## config.mk

```make
export PLATFORM = sky130hd
export DESIGN_NAME = dmem_arbiter_flat
export DESIGN_NICKNAME = d
export VERILOG_FILES = /design/src/rtl/dmem_arbiter_if.sv /design/src/rtl/dmem_arbiter.sv /design/src/flat_wrapper.sv
export SDC_FILE = /design/constraint.sdc
export NUM_CORES = 1
export LEC_CHECK = 0
export ABC_AREA = 1
export BUFFER_PORTS_ARGS = -buffer_cell sky130_fd_sc_hd__clkbuf_2
export CAP_MARGIN = 20
export CELL_PAD_IN_SITES_DETAIL_PLACEMENT = 1
export CELL_PAD_IN_SITES_GLOBAL_PLACEMENT = 1
export CORE_ASPECT_RATIO = 0.6
export CORE_MARGIN = 1.5
export CORE_UTILIZATION = 32
export DETAILED_ROUTE_END_ITERATION = 16
export HOLD_SLACK_MARGIN = 0.06
export PLACE_DENSITY = 0.88
export SLEW_MARGIN = 10
export SYNTH_ARGS = -nofsm -noshare
export SYNTH_HDL_FRONTEND = slang
export SYNTH_SLANG_ARGS = --single-unit
```

## constraint.sdc

```tcl
create_clock -name clk -period 4.1 [get_ports clk]
set_input_delay 0.205 -clock clk [delete_from_list [all_inputs] [get_ports clk]]
set_output_delay 0.205 -clock clk [all_outputs]
set_load 0.005 [all_outputs]
```

## src/rtl/dmem_arbiter_if.sv

```systemverilog
// Bus bundle between the two masters, the arbiter and the single-port data memory.
// The arbiter takes the slave view; the masters/memory environment takes the master view.
interface dmem_arbiter_if #(
    parameter int AW = 32,
    parameter int DW = 32
);
    logic          m0_req;
    logic          m0_we;
    logic [AW-1:0] m0_addr;
    logic [DW-1:0] m0_wdata;
    logic          m0_ack;
    logic [DW-1:0] m0_rdata;

    logic          m1_req;
    logic          m1_we;
    logic [AW-1:0] m1_addr;
    logic [DW-1:0] m1_wdata;
    logic          m1_ack;
    logic [DW-1:0] m1_rdata;

    logic          mem_we;
    logic [AW-1:0] mem_a;
    logic [DW-1:0] mem_wd;
    logic [DW-1:0] mem_rd;

    logic          owner;
    logic          busy;

    modport slave (
        input  m0_req, m0_we, m0_addr, m0_wdata,
        input  m1_req, m1_we, m1_addr, m1_wdata,
        input  mem_rd,
        output m0_ack, m0_rdata, m1_ack, m1_rdata,
        output mem_we, mem_a, mem_wd,
        output owner, busy
    );

    modport master (
        output m0_req, m0_we, m0_addr, m0_wdata,
        output m1_req, m1_we, m1_addr, m1_wdata,
        output mem_rd,
        input  m0_ack, m0_rdata, m1_ack, m1_rdata,
        input  mem_we, mem_a, mem_wd,
        input  owner, busy
    );
endinterface

```

## src/rtl/dmem_arbiter.sv

```systemverilog
// Round-robin two-master arbiter for the single-port dmem: IDLE -> ACCESS -> RESP, ack 2 cycles
// after the sampling edge, one transaction per 3 cycles; masters hold req until they see ack.
module dmem_arbiter #(
    parameter int AW = 32,
    parameter int DW = 32
) (
    input  logic          clk,
    input  logic          reset,
    dmem_arbiter_if.slave bus
);

    typedef enum logic [1:0] {
        IDLE   = 2'd0,
        ACCESS = 2'd1,
        RESP   = 2'd2
    } state_t;

    state_t        state;
    state_t        state_nxt;
    logic          grant;
    logic          win;
    logic          owner_q;
    logic          lat_we;
    logic [AW-1:0] lat_a;
    logic [DW-1:0] lat_wd;
    logic [DW-1:0] rdata0;
    logic [DW-1:0] rdata1;

    always_ff @(posedge clk or posedge reset) begin
        if (reset) begin
            state <= IDLE;
        end else begin
            state <= state_nxt;
        end
    end

    // Under contention the master that did not win last time goes first.
    always_comb begin
        state_nxt = state;
        grant     = 1'b0;
        win       = owner_q;
        case (state)
            IDLE: begin
                if (bus.m0_req || bus.m1_req) begin
                    grant     = 1'b1;
                    win       = (bus.m0_req && bus.m1_req) ? ~owner_q : bus.m1_req;
                    state_nxt = ACCESS;
                end
            end
            ACCESS:  state_nxt = RESP;
            RESP:    state_nxt = IDLE;
            default: state_nxt = IDLE;
        endcase
    end

    always_ff @(posedge clk or posedge reset) begin
        if (reset) begin
            owner_q <= 1'b1;
            lat_we  <= 1'b0;
            lat_a   <= '0;
            lat_wd  <= '0;
            rdata0  <= '0;
            rdata1  <= '0;
        end else begin
            if (grant) begin
                owner_q <= win;
                lat_we  <= win ? bus.m1_we    : bus.m0_we;
                lat_a   <= win ? bus.m1_addr  : bus.m0_addr;
                lat_wd  <= win ? bus.m1_wdata : bus.m0_wdata;
            end
            if (state == ACCESS && !lat_we) begin
                if (owner_q) begin
                    rdata1 <= bus.mem_rd;
                end else begin
                    rdata0 <= bus.mem_rd;
                end
            end
        end
    end

    // Write strobe comes only from registers, so an async reset kills it within the cycle.
    assign bus.mem_we   = (state == ACCESS) && lat_we;
    assign bus.mem_a    = lat_a;
    assign bus.mem_wd   = lat_wd;
    assign bus.m0_ack   = (state == RESP) && !owner_q;
    assign bus.m1_ack   = (state == RESP) &&  owner_q;
    assign bus.m0_rdata = rdata0;
    assign bus.m1_rdata = rdata1;
    assign bus.owner    = owner_q;
    assign bus.busy     = (state != IDLE);

endmodule

```

## src/flat_wrapper.sv

```systemverilog
// flat-port wrapper written by rule: the top's interface ports become plain ports
module dmem_arbiter_flat 
#(
    parameter int AW = 32,
    parameter int DW = 32
)
  (clk, reset, bus_m0_req, bus_m0_we, bus_m0_addr, bus_m0_wdata, bus_m1_req, bus_m1_we, bus_m1_addr, bus_m1_wdata, bus_mem_rd, bus_m0_ack, bus_m0_rdata, bus_m1_ack, bus_m1_rdata, bus_mem_we, bus_mem_a, bus_mem_wd, bus_owner, bus_busy);
  dmem_arbiter_if #(.AW(AW), .DW(DW)) bus_i ();
  input  logic clk;
  input  logic reset;
  input wire logic [$bits(bus_i.m0_req)-1:0] bus_m0_req;
  input wire logic [$bits(bus_i.m0_we)-1:0] bus_m0_we;
  input wire logic [$bits(bus_i.m0_addr)-1:0] bus_m0_addr;
  input wire logic [$bits(bus_i.m0_wdata)-1:0] bus_m0_wdata;
  input wire logic [$bits(bus_i.m1_req)-1:0] bus_m1_req;
  input wire logic [$bits(bus_i.m1_we)-1:0] bus_m1_we;
  input wire logic [$bits(bus_i.m1_addr)-1:0] bus_m1_addr;
  input wire logic [$bits(bus_i.m1_wdata)-1:0] bus_m1_wdata;
  input wire logic [$bits(bus_i.mem_rd)-1:0] bus_mem_rd;
  output wire logic [$bits(bus_i.m0_ack)-1:0] bus_m0_ack;
  output wire logic [$bits(bus_i.m0_rdata)-1:0] bus_m0_rdata;
  output wire logic [$bits(bus_i.m1_ack)-1:0] bus_m1_ack;
  output wire logic [$bits(bus_i.m1_rdata)-1:0] bus_m1_rdata;
  output wire logic [$bits(bus_i.mem_we)-1:0] bus_mem_we;
  output wire logic [$bits(bus_i.mem_a)-1:0] bus_mem_a;
  output wire logic [$bits(bus_i.mem_wd)-1:0] bus_mem_wd;
  output wire logic [$bits(bus_i.owner)-1:0] bus_owner;
  output wire logic [$bits(bus_i.busy)-1:0] bus_busy;
  assign bus_i.m0_req = bus_m0_req;
  assign bus_i.m0_we = bus_m0_we;
  assign bus_i.m0_addr = bus_m0_addr;
  assign bus_i.m0_wdata = bus_m0_wdata;
  assign bus_i.m1_req = bus_m1_req;
  assign bus_i.m1_we = bus_m1_we;
  assign bus_i.m1_addr = bus_m1_addr;
  assign bus_i.m1_wdata = bus_m1_wdata;
  assign bus_i.mem_rd = bus_mem_rd;
  assign bus_m0_ack = bus_i.m0_ack;
  assign bus_m0_rdata = bus_i.m0_rdata;
  assign bus_m1_ack = bus_i.m1_ack;
  assign bus_m1_rdata = bus_i.m1_rdata;
  assign bus_mem_we = bus_i.mem_we;
  assign bus_mem_a = bus_i.mem_a;
  assign bus_mem_wd = bus_i.mem_wd;
  assign bus_owner = bus_i.owner;
  assign bus_busy = bus_i.busy;
  dmem_arbiter #(.AW(AW), .DW(DW)) u_core (.clk(clk), .reset(reset), .bus(bus_i));
endmodule
```

== Word-level counts from Yosys, hierarchy flattened ==
Cells that the tools add are included.
Word-level totals
  bits in registers: 132
  bits of input ports: 166
  output and inout bits: 133
  logic and storage cells: 33
Operators by class
  equality and inequality tests: 3
  mux-type cells: 10
  bitwise logic cells: 1
  reductions and logical operators: 12
Operators with widths (number)
  2-to-1 mux 32 bit: 2
  2-to-1 mux 1 bit: 6
  logical AND 1 bit: 5
  one-hot mux 2 bit (2 select lines): 1
  AND reduction 2 bit: 2
  equality test 2 x 1 -> 1 bit (second input constant): 1
  equality test 2 bit (second input constant): 1
  zero test 1 bit: 2
  zero test 2 bit: 1
  2-to-1 mux 2 bit: 1
  != test 2 x 1 -> 1 bit (second input constant): 1
  nonzero test 2 bit: 1
  logical OR 1 bit: 1
  NOT 1 bit: 1

== Depth between registers and ports, before layout ==
  depth after elaboration: 5
  gate-level depth with buffers: 8

== Worst setup path before layout ==
No wires, ideal clock.
  path kind: flip-flop to flip-flop
  start: reg (tool-made name)
  end: reg u_core.lat_a[0], in the netlist u_core.bus.mem_a[0]
  arrival time: 1289 ps
  path slack: 2693 ps
  stages on the path, launching flop included: 8
  buffers on the path: 2
  cell sequence: dfstp_2 -> nand2_1 -> nand3_1 -> buf_2 -> buf_2 -> nand3_1 -> nand3_1 -> nand2_1
RTL lines
  to (signal assigned): line dmem_arbiter.sv:68  | lat_a <= win ? bus.m1_addr : bus.m0_addr;
  to (decl): line dmem_arbiter.sv:24  | logic [AW-1:0] lat_a;

==> results.ini <==
[status]
outcome = finished, final reports clean

[synthesis]
syn-num-nets = 993
yosys.area.top_type_share_pct = 51.93
netlist_instances = 827
post-synth-top-area-cell = dfrtp_1
synth.most_common_cell = nand2_1
synth_edf_count = 0
synth_seq_cells = 132
synthDistinctLibCells = 17
syn_avg_cell_area_um2 = 7.633
ys_seq_area_share_pct = 52.35
syn-cell-area_um2 = 6312
yosys-top-cells-area = dfrtp_1 (52%), nand3_1 (16%), nand2_1 (12%)
async_flop_share_pct = 100.0
synthFlopType = dfrtp_1
yosysWarnings = 0
ys_top_cells_by_count = nand2_1 (201), nand3_1 (197), inv_1 (167), dfrtp_1 (131), o21ai_0 (64)

[clocking]
htree_levels = 4
cts_resized = 0
cts_root_buffer = clkbuf_16
clock_sinks = 132
post_cts_buffers = 0
cts_tree = built
clkLatencyLatePin_ns = 0.41
cts_max_path_buffers = 2
clk_pin_slew_worst_paths_ns = 0.07
cts-buffers-inserted = 17

[worst_setup_path]
critical_path_peak_fanout = 42
rr_endpoint = u_core.bus.mem_wd[22]$_DFFE_PP0P_
r2r_setup_slack_ns = 1.64
cp_cell_sequence = inv_2, nand2_1, nand3_2, buf_4, nand3_1, nand3_1, nand2_1
path_buf_inv = 2
cp.depth = 7
required_ns = 4.44
critPathSlowestCell = nand3_2
worst_setup_path_end_kind = register
crit_path_max_incr_delay_ns = 0.73
critPathKind = reg2reg
startpoint_type = register
crit_family = simple AND/OR/NAND/NOR gates
crit_arrival_ns = 2.80
cp-endpoint = u_core.bus.mem_wd[22]$_DFFE_PP0P_
reg2regPathDepth = 7

[power_and_ir_drop]
p_int_uw = 3977
p_per_area_nw_per_um2 = 786.8
p_leak_uw = 0.005373
clockPowerShare_pct = 21.1
pwr-share-comb_pct = 44.8
p_switching_uw = 3033
sw_frac_of_total_pct = 43.27
seqPwrFrac_pct = 34.1
ir_worst_vdd_mv = 0.2914

[flow_run]
cap_violations = 0

[sta]
hold_viol_final = 0
period_share_pct = 60.08
fmax_ghz = 0.4059
rsz0062_at_grt = false
finalMaxSlewViolations = 0
fin_crit_ns = 2.463
setup_tns_ns = 0
setup_viol = 0
slew_headroom_pct = 34.73
worstMarginPinSlew_ns = 0.9779
fin_skew_ns = 0.01414

[finish]
nNetsFinal = 1295
fin_util_pct = 46.46
antenna_cells = 0
drive_gt1_share_pct = 31.00
syn2layout_area_growth_pct = 41.15

[route]
postRouteAntennaNets = 0
wl_per_cell_um = 16.21
vias = 6569
remaining_drc_errors = 0
drt-total-wl_mm = 22.82
first_pass_iters = 4
routed_via_density = 4.665
drt_iter0_drc = 308

[grt]
grt_pass1_vias = 7085
antenna_found_initial = 0
grt_max_degree = 106
grtUsageTotal_pct = 23.04
grt_pass1_wl_mm = 37.25
grt_overflow_total = 0

[floorplan]
ios = 299
fp.dieH_um = 111.8
num_rows = 39
die_x_um = 184.3
initial_utilization_pct = 32.92
die_area_um2 = 20610
fp.coreArea_um2 = 19180

[placed_design]
dp_hpwl_mm = 15.79
routabilityCongestion = 0.7791
io_buffers = 298

[min_path]
hp-class = in2reg

## flip-flops by register name, summed over array words and instances (netlist names), named ones only
name and cells:
u_core.bus.mem_a 32, u_core.bus.m1_rdata 32, u_core.bus.m0_rdata 32, u_core.lat_we 1, u_core.bus.mem_wd 32, u_core.state 2
## metal layers
| metal | global-route usage [%] | vias to the layer above | routed length [um] |
|---|---|---|---|
| met4 | 7.322 | 0 | 419 |
| met2 | 38.26 | 238 | 10710 |
| met3 | 5.594 | 32 | 1546 |
| met5 | 0 | - | 0 |
| met1 | 29.56 | 3141 | 10140 |
| li1 | - | 3158 | - |
## cells by family (layout without fill, tap and decap cells)
| kind of cell | count (synthesis) | in the layout | share of synthesized area (%) |
|---|---|---|---|
| compound gates | 65 | 65 | 5.213 |
| simple gates | 406 | 406 | 28.38 |
| flops | 132 | 132 | 52.35 |
| buf+inv | 224 | 539 | 14.05 |
## stage by stage
stage	total power, uW	std cells	hold WS [ns]	worst slack (ns)	cell area, um2
2_1_floorplan	4109	827	0.3641	0.3706	6312
3_3_place_gp	5283	1343	0.4571	1.788	7960
3_5_place_dp	5492	1345	0.4716	1.675	8000
4_1_cts	7024	1407	0.06397	1.661	8882
5_1_grt	7588	1408	0.09669	1.463	8910
6_report	7010	1408	0.08261	1.637	8910
## cell type report
| cell class | instances | area, um2 |
|---|---|---|
| inverter | 170 | 643.1 |
| timing repair buffer | 337 | 1904 |
| sequential | 132 | 3304 |
| clock buffer | 18 | 439.2 |
| tap | 266 | 332.8 |
| multi-input combinational | 471 | 2143 |
| clock inverter | 14 | 142.6 |
| fill | 2448 | 10270 |
## worst register-to-register path: cells and delay by family, from the launching register on
family | cells | cell delay [ns]
flops | 1 | 0.60
simple gates | 5 | 1.15
buf+inv | 2 | 0.64
## cell usage in the layout, fill, tap and decap left out
master           n
dfstp_2          1
dlygate4sd3_1   30
clkbuf_16       17
o21ai_0         64
clkinvlp_4       2
nand2_1        199
clkinv_4         4
nand3_2          4
buf_4            6
buf_16           1
clkinv_8         2
nor2_1           1
nand3_1        195
clkbuf_2       298
buf_12           2
inv_1          165
inv_8            3
nor2_2           1
inv_2            4
inv_6            4
a21oi_4          1
nand2_2          3
nor3_1           3
dfrtp_1        131
clkbuf_8         1
## how the worst min path moves through the flow
stage,start,depth (start not counted),slack (ns),to
after global routing,bus_mem_rd[30],3,0.1,u_core.bus.m1_rdata[30]$_DFFE_PP0P_
after global placement,bus_mem_rd[6],3,0.46,u_core.bus.m0_rdata[6]$_DFFE_PP0P_
after CTS,bus_mem_rd[21],3,0.06,u_core.bus.m1_rdata[21]$_DFFE_PP0P_
after floorplan,bus_mem_rd[30],2,0.36,u_core.bus.m0_rdata[30]$_DFFE_PP0P_
final,bus_mem_rd[30],3,0.08,u_core.bus.m1_rdata[30]$_DFFE_PP0P_
after detailed placement,u_core.bus.mem_wd[30]$_DFFE_PP0P_,2,0.47,u_core.bus.mem_wd[30]$_DFFE_PP0P_
## timing repair
action / in CTS / in global routing
endpoints found under the hold margin: 66 / 0
setup endpoints to repair: 0 / 0
hold buffers: 30 / 0
## power groups by stage
| stage | Combinational [uW] | Clock (uW) | Sequential (uW) |
|---|---|---|---|
| global route | 3540 | 1580 | 2470 |
| finish | 3140 | 1480 | 2390 |
| floorplan | 1730 | 0 | 2380 |
| CTS | 3130 | 1520 | 2380 |
| detailed placement | 3110 | 0 | 2390 |
| global placement | 2920 | 0 | 2370 |
Note: power is estimated with default switching activity, not from simulation.
